$ cat src/rtl/bus_sync_pkg.sv
// rtl/bus_sync_pkg.sv - shared types and defaults for the bus synchroniser sender
package bus_sync_pkg;

  typedef enum logic [1:0] {IDLE, SETUP, HOLD, GAP} sender_state_t;

  localparam int DEF_BUS_WIDTH   = 8;
  localparam int DEF_FIFO_DEPTH  = 4;
  localparam int DEF_HOLD_CYCLES = 4;
  localparam int DEF_GAP_CYCLES  = 4;

  // Phase counter must be able to hold the longer of the two phase lengths.
  function automatic int cnt_width(input int hold_cycles, input int gap_cycles);
    int longest;
    longest = (hold_cycles > gap_cycles) ? hold_cycles : gap_cycles;
    return (longest < 1) ? 1 : $clog2(longest + 1);
  endfunction

endpackage

$ cat src/rtl/bus_sync_sender_if.sv
// rtl/bus_sync_sender_if.sv - producer stream plus synchroniser-facing bus of the sender
interface bus_sync_sender_if
  import bus_sync_pkg::*;
#(
  parameter int BUS_WIDTH = DEF_BUS_WIDTH
);

  logic [BUS_WIDTH-1:0] in_data;
  logic                 in_valid;
  logic                 in_ready;
  logic [BUS_WIDTH-1:0] unsync_bus;
  logic                 bus_enable;
  logic                 busy;

  modport master (
    output in_data,
    output in_valid,
    input  in_ready,
    input  unsync_bus,
    input  bus_enable,
    input  busy
  );

  modport slave (
    input  in_data,
    input  in_valid,
    output in_ready,
    output unsync_bus,
    output bus_enable,
    output busy
  );

endinterface

$ cat src/rtl/bus_sync_sender_fifo.sv
// rtl/bus_sync_sender_fifo.sv - synchronous word FIFO with wrap-bit pointers
module sender_fifo #(
  parameter int WIDTH = 8,
  parameter int DEPTH = 4
) (
  input  logic             clk,
  input  logic             rst,
  input  logic             push,
  input  logic [WIDTH-1:0] push_data,
  input  logic             pop,
  output logic [WIDTH-1:0] head_data,
  output logic             full,
  output logic             empty
);

  localparam int AW = $clog2(DEPTH);

  logic [AW:0]      wr_ptr;
  logic [AW:0]      rd_ptr;
  logic [WIDTH-1:0] mem [DEPTH];
  logic             do_push;
  logic             do_pop;

  assign do_push = push && !full;
  assign do_pop  = pop && !empty;

  always_ff @(posedge clk) begin
    if (rst) begin
      wr_ptr <= '0;
      rd_ptr <= '0;
    end else begin
      if (do_push) wr_ptr <= wr_ptr + 1'b1;
      if (do_pop)  rd_ptr <= rd_ptr + 1'b1;
    end
  end

  // Storage needs no reset: an entry is only read after it has been written.
  always_ff @(posedge clk) begin
    if (do_push) mem[wr_ptr[AW-1:0]] <= push_data;
  end

  assign empty     = (wr_ptr == rd_ptr);
  assign full      = (wr_ptr[AW] != rd_ptr[AW]) && (wr_ptr[AW-1:0] == rd_ptr[AW-1:0]);
  assign head_data = mem[rd_ptr[AW-1:0]];

endmodule

$ cat src/rtl/bus_sync_sender.sv
// rtl/bus_sync_sender.sv - source-domain sender: buffers words, presents each one with
// a held bus and a single bus_enable window for the destination 2-flop synchroniser
module bus_sync_sender
  import bus_sync_pkg::*;
#(
  parameter int BUS_WIDTH   = DEF_BUS_WIDTH,
  parameter int FIFO_DEPTH  = DEF_FIFO_DEPTH,
  parameter int HOLD_CYCLES = DEF_HOLD_CYCLES,
  parameter int GAP_CYCLES  = DEF_GAP_CYCLES
) (
  input  logic            clk,
  input  logic            rst,
  bus_sync_sender_if.slave bus
);

  localparam int CW = cnt_width(HOLD_CYCLES, GAP_CYCLES);
  localparam logic [CW-1:0] HOLD_LAST = CW'(HOLD_CYCLES - 1);
  localparam logic [CW-1:0] GAP_LAST  = CW'(GAP_CYCLES - 1);
  localparam logic [CW-1:0] CNT_MAX   = '1;

  sender_state_t        state;
  sender_state_t        state_next;
  logic [CW-1:0]        cnt;
  logic [CW-1:0]        cnt_next;
  logic [BUS_WIDTH-1:0] unsync_q;
  logic                 enable_q;
  logic                 pop;
  logic                 push;
  logic                 fifo_full;
  logic                 fifo_empty;
  logic [BUS_WIDTH-1:0] head_data;

  function automatic logic [CW-1:0] sat_inc(input logic [CW-1:0] value);
    return (value == CNT_MAX) ? value : value + CW'(1);
  endfunction

  assign bus.in_ready = !rst && !fifo_full;
  assign push         = bus.in_valid && bus.in_ready;

  sender_fifo #(
    .WIDTH (BUS_WIDTH),
    .DEPTH (FIFO_DEPTH)
  ) u_fifo (
    .clk       (clk),
    .rst       (rst),
    .push      (push),
    .push_data (bus.in_data),
    .pop       (pop),
    .head_data (head_data),
    .full      (fifo_full),
    .empty     (fifo_empty)
  );

  always_comb begin
    state_next = state;
    cnt_next   = cnt;
    pop        = 1'b0;
    unique case (state)
      IDLE: begin
        if (!fifo_empty) begin
          pop        = 1'b1;
          state_next = SETUP;
        end
      end
      SETUP: begin
        state_next = HOLD;
        cnt_next   = '0;
      end
      HOLD: begin
        if (cnt == HOLD_LAST) begin
          state_next = GAP;
          cnt_next   = '0;
        end else begin
          cnt_next = sat_inc(cnt);
        end
      end
      GAP: begin
        if (cnt == GAP_LAST) begin
          state_next = IDLE;
          cnt_next   = '0;
        end else begin
          cnt_next = sat_inc(cnt);
        end
      end
      default: begin
        state_next = IDLE;
        cnt_next   = '0;
      end
    endcase
  end

  // bus_enable comes from a flop fed by the next state, so it never glitches
  // and rises one cycle after the word has been placed on unsync_bus.
  always_ff @(posedge clk) begin
    if (rst) begin
      state    <= IDLE;
      cnt      <= '0;
      unsync_q <= '0;
      enable_q <= 1'b0;
    end else begin
      state    <= state_next;
      cnt      <= cnt_next;
      enable_q <= (state_next == HOLD);
      if (pop) unsync_q <= head_data;
    end
  end

  assign bus.unsync_bus = unsync_q;
  assign bus.bus_enable = enable_q;
  assign bus.busy       = (state != IDLE) || !fifo_empty;

endmodule

$ cat src/flat_wrapper.sv
// flat-port wrapper written by rule: the top's interface ports become plain ports
module bus_sync_sender_flat import bus_sync_pkg::*;
#(
  parameter int BUS_WIDTH   = DEF_BUS_WIDTH,
  parameter int FIFO_DEPTH  = DEF_FIFO_DEPTH,
  parameter int HOLD_CYCLES = DEF_HOLD_CYCLES,
  parameter int GAP_CYCLES  = DEF_GAP_CYCLES
)
  (clk, rst, bus_in_data, bus_in_valid, bus_in_ready, bus_unsync_bus, bus_bus_enable, bus_busy);
  bus_sync_sender_if #(.BUS_WIDTH(BUS_WIDTH)) bus_i ();
  input  logic clk;
  input  logic rst;
  input wire logic [$bits(bus_i.in_data)-1:0] bus_in_data;
  input wire logic [$bits(bus_i.in_valid)-1:0] bus_in_valid;
  output wire logic [$bits(bus_i.in_ready)-1:0] bus_in_ready;
  output wire logic [$bits(bus_i.unsync_bus)-1:0] bus_unsync_bus;
  output wire logic [$bits(bus_i.bus_enable)-1:0] bus_bus_enable;
  output wire logic [$bits(bus_i.busy)-1:0] bus_busy;
  assign bus_i.in_data = bus_in_data;
  assign bus_i.in_valid = bus_in_valid;
  assign bus_in_ready = bus_i.in_ready;
  assign bus_unsync_bus = bus_i.unsync_bus;
  assign bus_bus_enable = bus_i.bus_enable;
  assign bus_busy = bus_i.busy;
  bus_sync_sender #(.BUS_WIDTH(BUS_WIDTH), .FIFO_DEPTH(FIFO_DEPTH), .HOLD_CYCLES(HOLD_CYCLES), .GAP_CYCLES(GAP_CYCLES)) u_core (.clk(clk), .rst(rst), .bus(bus_i));
endmodule
$ cat config.mk
export PLATFORM = sky130hd
export DESIGN_NAME = bus_sync_sender_flat
export DESIGN_NICKNAME = d
export VERILOG_FILES = /design/src/rtl/bus_sync_pkg.sv /design/src/rtl/bus_sync_sender_if.sv /design/src/rtl/bus_sync_sender_fifo.sv /design/src/rtl/bus_sync_sender.sv /design/src/flat_wrapper.sv
export SDC_FILE = /design/constraint.sdc
export NUM_CORES = 1
export LEC_CHECK = 0
export BUFFER_PORTS_ARGS = -buffer_cell sky130_fd_sc_hd__clkbuf_2
export CAP_MARGIN = 0
export CORE_UTILIZATION = 58
export DETAILED_ROUTE_END_ITERATION = 12
export PLACE_DENSITY = 0.82
export SLEW_MARGIN = 20
export SYNTH_ARGS = -nofsm -noshare
export SYNTH_HDL_FRONTEND = slang
export SYNTH_HIERARCHICAL = 1
export SYNTH_SLANG_ARGS = --single-unit
$ cat constraint.sdc
create_clock -name clk -period 3 [get_ports clk]
set_input_delay 0.75 -clock clk [delete_from_list [all_inputs] [get_ports clk]]
set_output_delay 0.75 -clock clk [all_outputs]
set_load 0.01 [all_outputs]
==> impl_metrics.yaml, run 1 <==
clock_tree:
  cts_hold_buffers: 0
  cts_sinks: 54
  clk_latency_ns: 0.31
  htree_levels: 2
  cts_resized: 0
  cts_setup_buffers: 0
  clkSlewWorstSetupHoldPaths_ns: 0.09
  root_buffer: "clkbuf_8"
  cts.path.max_buffers: 2
  cts_tree: "done"
  numCtsBuffers: 5
worst_setup_path:
  worstPathArrival_ns: 2.59
  startpoint: "u_core/u_fifo/wr_ptr[1]"
  critPathSlowestCell: "a31oi_1"
  critical_path.cell_chain: "xnor2_1, nand2_1, nor2_1, nor2_1, and2_1, nand2_1, a31oi_1"
  ff2ff_setup_slack_ns: 0.34
  worst_path_largest_cell_delay_ns: 0.70
  critPathLaunchType: "register"
  path_buf_inv: 0
  crit_required_ns: 2.93
  path_delay_family: "simple AND/OR/NAND/NOR gates"
  crit_path_max_fanout: 9
  crit_type: "register to register"
  regToRegStartpoint: "u_core/u_fifo/wr_ptr[1]"
  endpoint_kind: "register"
yosys:
  syn_nets: 195
  seq_area_frac_synth_pct: 59.77
  synth_edf_count: 32
  synth_most_common_cell: "edfxtp_1"
  yosys-top-cells-area: "edfxtp_1 (41%), dfxtp_1 (19%), mux4_2 (7.7%)"
  ys.flop_type: "edfxtp_1"
  synthDistinctLibCells: 38
  ys_top_cells_by_count: "edfxtp_1 (32), nand2_1 (24), dfxtp_1 (22), a21oi_2 (8), mux4_2 (8)"
  synth_top_area_cell: "edfxtp_1"
  netlist_instances: 178
  ys_ff_latch: 54
  synth.avg_cell_area_sq_um: 13.17
  yosysTopAreaCellShare_pct: 40.98
  synth-async-reset-ratio_pct: 0
  yosys_warnings: 6
  netlist_area_sq_um: 2345
layout:
  drive_above_1_share_pct: 25.00
  syn2layout_area_growth_pct: 9.232
  fin_area_sq_um: 2561
  n_antenna_cell: 0
  nets: 216
die:
  start_util_pct: 62.18
  core_area_sq_um: 3771
  pin_count: 22
  placementRows: 22
  fp.dieArea_sq_um: 4301
  die_h_microns: 65.58
  dieWidth_microns: 65.58
power:
  leakage_uw: 0.0008987
  total_power_uw: 1869
  power.density_nw_per_um2: 729.6
  vdd_ir_drop_max_mv: 0.4247
timing:
  tns_ns: 0
  setup_viol: 0
  finalCritPeriodShare_pct: 88.53
  hold_violations: 0
  rsz0062_at_grt: "false"
  fin_ws_ns: 0.3442
  fin_skew_ns: 0.01458
  fmax_mhz: 376.5
  min_period_ns: 2.656
  worst_pin_slew_ns: 0.9221
  drv_slew: 0
  relSlewSlack_pct: 38.24
placed_design:
  place_congestion: 0.9037
  place_ws_ns: 0.3913
  portBuffers: 21
  detailed_place_hpwl_microns: 2861
  dpl_cell_area_sq_um: 2450
detailed_routing:
  first_pass_iters: 4
  viasPerCell: 5.992
  drt-total-wl_microns: 4025
  postRouteAntennaNets: 0
  num_vias: 1486
  first_iter_violations: 121
  drc_errors: 0
  wire_per_inst_microns: 16.23
global_routing:
  grtUsageTotal_pct: 22.62
  grt_max_degree: 25
  grt_pass1_vias: 1467
  antenna_found_initial: 0
  grt_overflow_total: 0
  grt_pass1_wl_microns: 6982
job:
  drv_cap: 0
worst_hold_path:
  hold_class: "register to register"
  min_from: "u_core/bus.unsync_bus[6]"
status:
  status: "finished clean"
cell type report:
cell class / instances / area (sq um)
Clock buffer: 6 / 93.84
Clock inverter: 2 / 17.52
Inverter: 5 / 31.28
Tap cell: 48 / 60.06
Multi-Input combinational cell: 111 / 844.6
Sequential cell: 54 / 1401
Fill cell: 265 / 1210
Timing Repair Buffer: 22 / 112.6
worst reg2reg max path: stages, from the launching register on:
cell and delay (ns):
dfxtp_1 0.54, xnor2_1 0.24, nand2_1 0.21, nor2_1 0.07, nor2_1 0.12, and2_1 0.25
nand2_1 0.14, a31oi_1 0.70
flip-flops by register name, indices dropped and copies added, names as in the netlist, named ones only:
register and flops:
u_core/bus.bus_enable 1, u_core/bus.unsync_bus 8, u_core/cnt 3, u_core/state 2, u_core/u_fifo/mem 32, u_core/u_fifo/rd_ptr 3, u_core/u_fifo/wr_ptr 3
routing by layer:
| layer | up-vias | share of wire (%) | global-route usage, % |
|---|---|---|---|
| li1 | 704 | - | - |
| met1 | 718 | 43 | 28.50 |
| met2 | 56 | 48 | 36.21 |
| met3 | 8 | 7.0 | 7.465 |
| met4 | 0 | 1.2 | 8.424 |
| met5 | - | 0 | 0 |
power by group:
part | switching (uW) | total [uW] | internal [uW]
logic | 266 | 455 | 189
registers | 77.3 | 951 | 874
clock network | 243 | 463 | 220
layout by cell type, fill, tap and decap left out, types with 6 or more instances in the layout:
cell type	count
edfxtp_1	32
a31oi_1	6
nor2_1	7
ha_1	6
dfxtp_1	22
a21oi_2	8
mux4_2	8
clkbuf_2	21
nand2_1	24
metrics by stage:
step | hold slack, ns | std cells | utilization, %
finish | 0.4754 | 248 | 67.92
detailed placement | 0.4626 | 240 | 64.96
global route | 0.5054 | 248 | 67.92
CTS | 0.4764 | 248 | 67.92
global placement | 0.4566 | 240 | 64.96
floorplan | 0.4608 | 178 | -
worst paths after layout:
path / cells past startpoint / end
setup / recovery: 7 / u_core/u_fifo/mem[3][3]
hold reg to reg: 2 / u_core/bus.unsync_bus[6]
hold / removal: 2 / u_core/bus.unsync_bus[6]
setup reg to reg: 7 / u_core/u_fifo/mem[3][3]
logic make-up (layout without fill, tap and decap cells):
| logic type | after synthesis | after routing | synth area share, % |
|---|---|---|---|
| xor+xnor | 6 | 6 | 2.242 |
| flops | 54 | 54 | 59.77 |
| mux | 9 | 9 | 8.111 |
| compound gates | 32 | 32 | 9.872 |
| fa+ha+maj | 6 | 6 | 3.202 |
| buf+inv | 13 | 35 | 4.215 |
| simple gates | 58 | 58 | 12.59 |
Power figures use the tool's default switching activity.
==> inputs of run 2 (changes only) <==
--- a/config.mk
+++ b/config.mk
@@ -7,9 +7,9 @@
 export LEC_CHECK = 0
 export BUFFER_PORTS_ARGS = -buffer_cell sky130_fd_sc_hd__clkbuf_2
 export CAP_MARGIN = 0
-export CORE_UTILIZATION = 58
+export CORE_UTILIZATION = 60
 export DETAILED_ROUTE_END_ITERATION = 12
-export PLACE_DENSITY = 0.82
+export PLACE_DENSITY = 0.85
 export SLEW_MARGIN = 20
 export SYNTH_ARGS = -nofsm -noshare
 export SYNTH_HDL_FRONTEND = slang
==> constraint.sdc (replaced) <==
create_clock -name clk -period 3.38 [get_ports clk]
set_input_delay 0.845 -clock clk [delete_from_list [all_inputs] [get_ports clk]]
set_output_delay 0.845 -clock clk [all_outputs]
set_load 0.01 [all_outputs]
==> run 2 against run 1 <==
Against the previous run:
- flip-flop and latch count unchanged
- first-iteration DRC count increased by 40%
- sequential share of layout area increased by 0.35 points
- core utilization increased by 0.57 points
- clock skew decreased by 0.0058 ns
- via count decreased by 0.54%
- worst hold slack improved by 0.0025 ns
- critical path type is now register to output port
==> impl_metrics.yaml, run 2 (synthesis gave the netlist of run 1 again) <==
global_routing:
  grtUsageTotal_pct: 24.04
  grt_pass1_vias: 1486
  antenna_found_initial: 0
  grt_overflow_total: 0
  grt_pass1_wl_microns: 7327
  grt_max_degree: 25
clock_tree:
  cts.path.max_buffers: 2
  cts_tree: "done"
  cts_sinks: 54
  root_buffer: "clkbuf_8"
  cts_resized: 0
  cts_hold_buffers: 0
  numCtsBuffers: 5
  cts_setup_buffers: 0
  htree_levels: 2
  clk_latency_ns: 0.30
  clkSlewWorstSetupHoldPaths_ns: 0.09
worst_setup_path:
  path_delay_family: "simple AND/OR/NAND/NOR gates"
  crit_path_max_fanout: 8
  crit_type: "register to output port"
  cp.depth: 5
  worstPathArrival_ns: 1.99
  worst_path_largest_cell_delay_ns: 0.53
  critPathSlowestCell: "xnor2_1"
  ff2ff_path_depth: 7
  path_buf_inv: 1
  critical_path.cell_chain: "xnor2_1, nand2_1, nor2_1, nand2_1, clkbuf_2"
  crit_top_cell: "nand2_1"
  crit_required_ns: 2.53
  critPathLaunchType: "register"
  endpoint_kind: "output port"
die:
  fp.dieArea_sq_um: 4162
  core_area_sq_um: 3716
  start_util_pct: 63.10
  placementRows: 22
  dieWidth_microns: 64.52
  die_h_microns: 64.52
  pin_count: 22
detailed_routing:
  drt-total-wl_microns: 4465
  viasPerCell: 5.960
  first_iter_violations: 169
  first_pass_iters: 4
  num_vias: 1478
  drc_errors: 0
  wire_per_inst_microns: 18.00
  postRouteAntennaNets: 0
timing:
  fmax_mhz: 352.4
  setup_viol: 0
  drv_slew: 0
  fin_skew_ns: 0.008776
  fin_ws_ns: 0.5422
  tns_ns: 0
  relSlewSlack_pct: 33.22
  finalCritPeriodShare_pct: 83.96
  rsz0062_at_grt: "false"
  worst_pin_slew_ns: 0.9971
  hold_violations: 0
  min_period_ns: 2.838
power:
  total_power_uw: 1629
  leakage_uw: 0.0008890
  power.density_nw_per_um2: 640.0
  vdd_ir_drop_max_mv: 0.3276
layout:
  n_antenna_cell: 0
  final_cell_mix: "edfxtp_1 (32), nand2_1 (24), dfxtp_1 (22), clkbuf_2 (21)"
  drive_above_1_share_pct: 25.00
  layout_commonest_cell: "edfxtp_1"
  nets: 216
  stdcell_count: 248
  syn2layout_area_growth_pct: 8.538
  largest_reg_flops: 32
placed_design:
  detailed_place_hpwl_microns: 3295
  portBuffers: 21
  place_congestion: 0.8612
  dp.cells: 240
  place_ws_ns: 0.7680
worst_hold_path:
  hold_path_depth: 2
  hold_class: "register to register"
job:
  drv_cap: 0
status:
  status: "finished clean"
run 2: final timing paths:
kind | start | to | slack [ns]
hold / removal | u_core/bus.unsync_bus[6] | u_core/bus.unsync_bus[6] | 0.48
hold reg to reg | u_core/bus.unsync_bus[6] | u_core/bus.unsync_bus[6] | 0.48
setup / recovery | u_core/u_fifo/wr_ptr[0] | bus_busy | 0.54
setup reg to reg | u_core/u_fifo/wr_ptr[1] | u_core/u_fifo/mem[3][3] | 0.62
run 2: per-stage QoR:
stage                     hold WS, ns  utilization [%]  cell area [sq um]
after floorplan                0.4608                -               2345
after global placement         0.4544            65.93               2450
after detailed placement       0.4658            65.93               2450
after CTS                      0.4806            68.48               2545
after global routing           0.4948            68.48               2545
final                          0.4779            68.48               2545
run 2: per-layer routing:
layer	GRT usage [%]	wire length (microns)	up-vias
met3	5.810	161	8
met4	5.833	63	0
li1	-	-	702
met1	29.52	1900	730
met5	0	0	-
met2	42.50	2339	38
run 2: area by class of cell:
cell class	instances	area (sq um)
Fill cell	261	1171
Multi-Input combinational cell	111	844.6
Inverter	5	31.28
Clock inverter	2	12.51
Tap cell	48	60.06
Clock buffer	6	82.58
Timing Repair Buffer	22	112.6
Sequential cell	54	1401
run 2: tightest hold or removal path, stage by stage, from the launching register on:
cell and delay (ns):
dfxtp_1 0.32, nand2_1 0.07, a21oi_2 0.05
run 2: power breakdown:
part	internal, uW	leakage [uW]	total, uW	switching, uW
Clock	165	0.0000472	360	195
Sequential	776	0.000470	847	71.8
Combinational	167	0.000372	421	254
Total	1110	0.000889	1630	522
